==> src/rtl/remote_send.sv <==
// remote_send: NEC infrared frame transmitter.
// Sends a full frame (lead, 32 pulse-distance bits, stop) or a repeat frame.
// remote_env is the unmodulated mark/space envelope. remote_out gates that
// envelope with a carrier that restarts high at the start of every mark.
module remote_send #(
   parameter int unsigned UNIT_CYCLES  = 28125,
   parameter int unsigned CARRIER_HALF = 658
) (
   input  logic       sys_clk,
   input  logic       sys_rst_n,
   input  logic       start,
   input  logic       rpt,
   input  logic [7:0] addr,
   input  logic [7:0] data,
   output logic       remote_out,
   output logic       remote_env,
   output logic       busy,
   output logic       done
);

   localparam int unsigned UW = (UNIT_CYCLES  > 1) ? $clog2(UNIT_CYCLES)  : 1;
   localparam int unsigned CW = (CARRIER_HALF > 1) ? $clog2(CARRIER_HALF) : 1;
   localparam logic [UW-1:0] UNIT_LAST = UW'(UNIT_CYCLES - 1);
   localparam logic [CW-1:0] CAR_LAST  = CW'(CARRIER_HALF - 1);

   typedef enum logic [2:0] {
      IDLE,
      LEAD_MARK,
      LEAD_SPACE,
      BIT_MARK,
      BIT_SPACE,
      STOP_MARK
   } state_t;

   state_t        state_q,    state_d;
   logic [UW-1:0] unit_cnt_q, unit_cnt_d;   // cycle within current unit
   logic [4:0]    unit_num_q, unit_num_d;   // unit within current state
   logic [4:0]    bit_cnt_q,  bit_cnt_d;    // data bit being sent
   logic [31:0]   shreg_q,    shreg_d;      // remaining bits, LSB next
   logic          rpt_q,      rpt_d;
   logic [CW-1:0] car_cnt_q,  car_cnt_d;
   logic          car_q,      car_d;
   logic          env_q,      env_d;
   logic          busy_q,     busy_d;
   logic          done_q,     done_d;

   logic [4:0]    dur_units;
   logic          unit_last;
   logic          state_end;
   logic          enter_mark;
   logic          mark_d;

   // Length of the current state in units, and end-of-state detection.
   always_comb begin
      dur_units = 5'd1;
      case (state_q)
         LEAD_MARK:  dur_units = 5'd16;
         LEAD_SPACE: dur_units = rpt_q ? 5'd4 : 5'd8;
         BIT_SPACE:  dur_units = shreg_q[0] ? 5'd3 : 5'd1;
         default:    dur_units = 5'd1;
      endcase
      unit_last = (unit_cnt_q == UNIT_LAST);
      state_end = unit_last && (unit_num_q == (dur_units - 5'd1));
   end

   // Next-state logic: sequencing, counters, carrier and registered outputs.
   always_comb begin
      state_d    = state_q;
      unit_cnt_d = unit_cnt_q;
      unit_num_d = unit_num_q;
      bit_cnt_d  = bit_cnt_q;
      shreg_d    = shreg_q;
      rpt_d      = rpt_q;
      enter_mark = 1'b0;

      case (state_q)
         IDLE: begin
            if (start) begin
               state_d    = LEAD_MARK;
               shreg_d    = {~data, data, ~addr, addr};
               rpt_d      = rpt;
               bit_cnt_d  = '0;
               unit_cnt_d = '0;
               unit_num_d = '0;
               enter_mark = 1'b1;
            end
         end
         default: begin
            if (state_end) begin
               unit_cnt_d = '0;
               unit_num_d = '0;
               case (state_q)
                  LEAD_MARK: state_d = LEAD_SPACE;
                  LEAD_SPACE: begin
                     state_d    = rpt_q ? STOP_MARK : BIT_MARK;
                     enter_mark = 1'b1;
                  end
                  BIT_MARK: state_d = BIT_SPACE;
                  BIT_SPACE: begin
                     shreg_d    = shreg_q >> 1;
                     bit_cnt_d  = bit_cnt_q + 5'd1;
                     state_d    = (bit_cnt_q == 5'd31) ? STOP_MARK : BIT_MARK;
                     enter_mark = 1'b1;
                  end
                  default: state_d = IDLE;
               endcase
            end else if (unit_last) begin
               unit_cnt_d = '0;
               unit_num_d = unit_num_q + 5'd1;
            end else begin
               unit_cnt_d = unit_cnt_q + 1'b1;
            end
         end
      endcase

      mark_d = (state_d == LEAD_MARK) || (state_d == BIT_MARK) ||
               (state_d == STOP_MARK);
      env_d  = mark_d;
      busy_d = (state_d != IDLE);
      // STOP_MARK is one unit long, so its last cycle is the last unit cycle.
      done_d = (state_d == STOP_MARK) && (unit_cnt_d == UNIT_LAST);

      if (enter_mark) begin
         car_d     = 1'b1;
         car_cnt_d = '0;
      end else if (!mark_d) begin
         car_d     = 1'b0;
         car_cnt_d = '0;
      end else if (car_cnt_q == CAR_LAST) begin
         car_d     = ~car_q;
         car_cnt_d = '0;
      end else begin
         car_d     = car_q;
         car_cnt_d = car_cnt_q + 1'b1;
      end
   end

   // State and output registers, cleared asynchronously by reset.
   always_ff @(posedge sys_clk or negedge sys_rst_n) begin
      if (!sys_rst_n) begin
         state_q    <= IDLE;
         unit_cnt_q <= '0;
         unit_num_q <= '0;
         bit_cnt_q  <= '0;
         shreg_q    <= '0;
         rpt_q      <= 1'b0;
         car_cnt_q  <= '0;
         car_q      <= 1'b0;
         env_q      <= 1'b0;
         busy_q     <= 1'b0;
         done_q     <= 1'b0;
      end else begin
         state_q    <= state_d;
         unit_cnt_q <= unit_cnt_d;
         unit_num_q <= unit_num_d;
         bit_cnt_q  <= bit_cnt_d;
         shreg_q    <= shreg_d;
         rpt_q      <= rpt_d;
         car_cnt_q  <= car_cnt_d;
         car_q      <= car_d;
         env_q      <= env_d;
         busy_q     <= busy_d;
         done_q     <= done_d;
      end
   end

   assign remote_env = env_q;
   assign remote_out = env_q & car_q;
   assign busy       = busy_q;
   assign done       = done_q;

endmodule

==> config.mk <==
export PLATFORM = sky130hd
export DESIGN_NAME = remote_send
export DESIGN_NICKNAME = d
export VERILOG_FILES = /design/src/rtl/remote_send.sv
export SDC_FILE = /design/constraint.sdc
export NUM_CORES = 1
export LEC_CHECK = 0
export CORE_MARGIN = 4
export CORE_UTILIZATION = 50
export DETAILED_ROUTE_END_ITERATION = 10
export PLACE_DENSITY = 0.7
export SLEW_MARGIN = 20
export SYNTH_ARGS = -nofsm -noshare
export SYNTH_HDL_FRONTEND = slang
export SYNTH_SLANG_ARGS = --single-unit
==> constraint.sdc <==
create_clock -name sys_clk -period 3.1 [get_ports sys_clk]
set_clock_uncertainty 0.05 [all_clocks]
set_input_delay 0.465 -clock sys_clk [delete_from_list [all_inputs] [get_ports sys_clk]]
set_output_delay 0.465 -clock sys_clk [all_outputs]
set_load 0.02 [all_outputs]
==> results of run 1 <==
==> cells by family after synthesis <==
group	count (synthesis)
simple gates	191
mux	35
compound gates	71
xor+xnor	19
flops	75
fa+ha+maj	8
buf+inv	37
==> cells in the final DEF (no fill, tap or decap), types with 3 or more instances in the layout <==
cell             instances
a21oi_1                  3
a22o_1                   3
a31oi_1                  5
and2_1                   3
and3_1                   7
buf_4                    8
clkbuf_8                 9
clkdlybuf4s50_1         22
dfrtp_1                 75
ha_1                     8
inv_1                   11
mux2_1                   3
mux2_4                  29
nand2_1                 85
nand2b_1                 6
nand3_1                 19
nand4_1                 12
nand4bb_1                3
nor2_1                  26
nor3_1                   9
o211ai_1                 3
o21ai_0                 26
o22ai_1                  3
o31ai_1                  5
xnor2_1                  9
xor2_1                   9
==> per-layer routing <==
metal / share of wire (%) / vias to the layer above / GRT usage (%) / wire, um
li1: - / 1576 / - / -
met1: 48 / 1536 / 25.60 / 4200
met2: 45 / 82 / 28.30 / 3922
met3: 4.5 / 15 / 3.045 / 394
met4: 1.9 / 0 / 8.282 / 164
met5: 0 / - / 0 / 0
==> how the worst min path moves through the flow <==
stage | endpoint | slack [ns] | from
6_report | unit_cnt_q[9] | 0.19 | sys_rst_n
3_5_place_dp | shreg_q[23] | 0.44 | shreg_q[23]
5_1_grt | unit_cnt_q[9] | 0.28 | sys_rst_n
2_1_floorplan | bit_cnt_q[0] | 0.12 | sys_rst_n
3_3_place_gp | shreg_q[24] | 0.43 | shreg_q[24]
4_1_cts | state_q[2] | 0.25 | sys_rst_n
==> where the power goes <==
| group | internal, mW | switching, mW |
|---|---|---|
| registers | 1.26 | 0.228 |
| logic | 0.492 | 0.360 |
| clock network | 0.455 | 0.374 |
==> worst max-delay path, cell delays in order, from the launching register on <==
cell      delay (ns)
dfrtp_1         0.49
nor3_1          0.29
nand2_1         0.10
ha_1            0.22
xnor2_1         0.19
o22ai_1         0.14
o2111a_2        0.34
and3_4          0.22
nor2_8          0.24
buf_12          0.20
mux2_1          0.33
==> sequential cells by signal, summed over array words and instances (netlist names), 3 cells and up <==
signal      count
bit_cnt_q       5
car_cnt_q      10
shreg_q        32
state_q         3
unit_cnt_q     15
unit_num_q      5
==> stage by stage <==
step | power, mW | cell area (um^2)
final | 3.169 | 4826
after CTS | 3.193 | 4826
after global routing | 3.380 | 4826
after global placement | 2.318 | 4608
after floorplan | 2.130 | 4324
after detailed placement | 2.352 | 4608
==> area by class of cell <==
| type | instances | area [um^2] |
|---|---|---|
| multi-input cells | 324 | 2238 |
| repair buffers | 32 | 320.3 |
| clock buffers | 10 | 127.6 |
| well taps | 105 | 131.4 |
| inverters | 11 | 41.29 |
| clock inverters | 6 | 90.09 |
| fillers | 706 | 3473 |
| flip-flops and latches | 75 | 1877 |
==> flow_metrics.py, run 1 <==
metrics = {
    "status": {
        "status": "complete, no violations",
    },
    "synthesis": {
        "ys_types": 67,
        "synth_area_leaders": "dfrtp_1 (43%), mux2_4 (10%), nand2_1 (7.4%)",
        "synth_commonest_cells": "nand2_1 (85), dfrtp_1 (75), mux2_4 (29)",
        "yosysTopAreaCellShare_pct": 43.40,
        "avgSynthCellArea_um2": 9.918,
        "synth_cells": 436,
        "yosys_register_bits": 75,
        "synth_most_common_cell": "nand2_1",
        "synth_top_area_cell": "dfrtp_1",
        "synth_compound_area_share_pct": 11.31,
        "synth_edf_count": 0,
        "synthFlopType": "dfrtp_1",
        "synth_top_family_by_area": "simple AND/OR/NAND/NOR gates",
        "muxShareOfSynthArea_pct": 11.60,
        "synth_xor_area_share_pct": 4.022,
        "yosys.area_share.simple_pct": 22.48,
        "synth_nets": 464,
        "async_flop_share_pct": 100.0,
        "synthAdderAreaFrac_pct": 2.315,
        "ys_warn_count": 0,
        "ys_seq_area_share_pct": 43.40,
        "syn_area_mm2": 0.004324,
    },
    "routing": {
        "drtPass1Iterations": 5,
        "wl_um": 8681,
        "drc": 0,
        "routed_via_density": 5.700,
        "wire_per_inst_um": 15.42,
        "vias": 3209,
        "ant_nets": 0,
        "drtIter0Drc": 239,
    },
    "place": {
        "dp_slack_ns": 0.1928,
        "place_congestion": 0.8388,
        "numPortBuffers": 23,
        "dpl.hpwl_um": 5856,
        "dp.cells": 547,
    },
    "cells_and_area": {
        "areaGrowthSynthToFinish_pct": 11.60,
        "fin_cells": 563,
        "final_nets": 481,
        "diodes": 0,
        "drive_above_1_share_pct": 15.94,
        "fin_util_pct": 58.15,
    },
    "die": {
        "coreArea_mm2": 0.008299,
        "die_area_mm2": 0.01020,
        "rows": 33,
        "io_pins": 24,
        "die_x_um": 101.0,
        "start_util_pct": 52.10,
        "die_y_um": 101.0,
    },
    "timing": {
        "setup_viol": 0,
        "timing.hold.ws_ns": 0.1870,
        "max_freq_mhz": 340.4,
        "period_needed_ns": 2.937,
        "setup_ws_ns": 0.1626,
        "slew_headroom_pct": 37.94,
        "rsz0062_at_grt": "no",
        "setup_tns_ns": 0,
        "tightestPinTransition_ns": 0.9310,
        "hold_viol": 0,
        "final_max_slew_viol_count": 0,
        "fin_crit_sh_pct": 94.76,
    },
    "critical_path": {
        "arrival_ns": 3.12,
        "crit_required_ns": 3.29,
        "crit_fanout": 13,
        "crit_start": "state_q[1]",
        "path_class": "flip-flop to flip-flop",
        "end_kind": "flip-flop",
        "reg2reg_slack_ns": 0.16,
        "ff2ff_path_depth": 10,
        "startpoint_type": "flip-flop",
        "reg2reg_to": "shreg_q[25]",
        "crit_path_end": "shreg_q[25]",
        "r2r_start": "state_q[1]",
    },
    "clock_tree": {
        "cts_tree": "done",
        "clock_sinks": 75,
        "postCtsHoldBufs": 0,
        "post_cts_buffers": 0,
        "htreeDepth": 3,
        "cts_inserted_buffers": 9,
        "clk_latency_ns": 0.35,
        "cts_resized": 0,
        "cts_root_buf": "clkbuf_8",
        "cts_buffer_depth": 2,
        "clk_pin_slew_ns": 0.08,
    },
    "power": {
        "leakagePower_nw": 2.254,
        "p_per_area_mw_per_mm2": 656.7,
        "peakVddDrop_uv": 359.8,
    },
    "min_path": {
        "hp-class": "input pin to async pin",
    },
    "global_route": {
        "grt_pass1_vias": 3176,
        "grt_usage_pct": 18.43,
        "grt_overflow": 0,
        "antenna_found_initial": 0,
        "grt_max_degree": 76,
        "grt_pass1_wl_um": 15010,
    },
    "job": {
        "maxCapViolations": 0,
    },
}
Power figures use the tool's default switching activity.
==> run 2, diff against run 1 <==
HOLD_SLACK_MARGIN = 0.15   (was unset)
==> results of run 2 <==
Final layout, timing and power as in run 1 (identical DEF).
==> run 3, diff against run 2 <==
CTS_CLUSTER_DIAMETER = 150   (was unset)
==> results of run 3 <==
Final layout, timing and power as in run 1 (identical DEF).
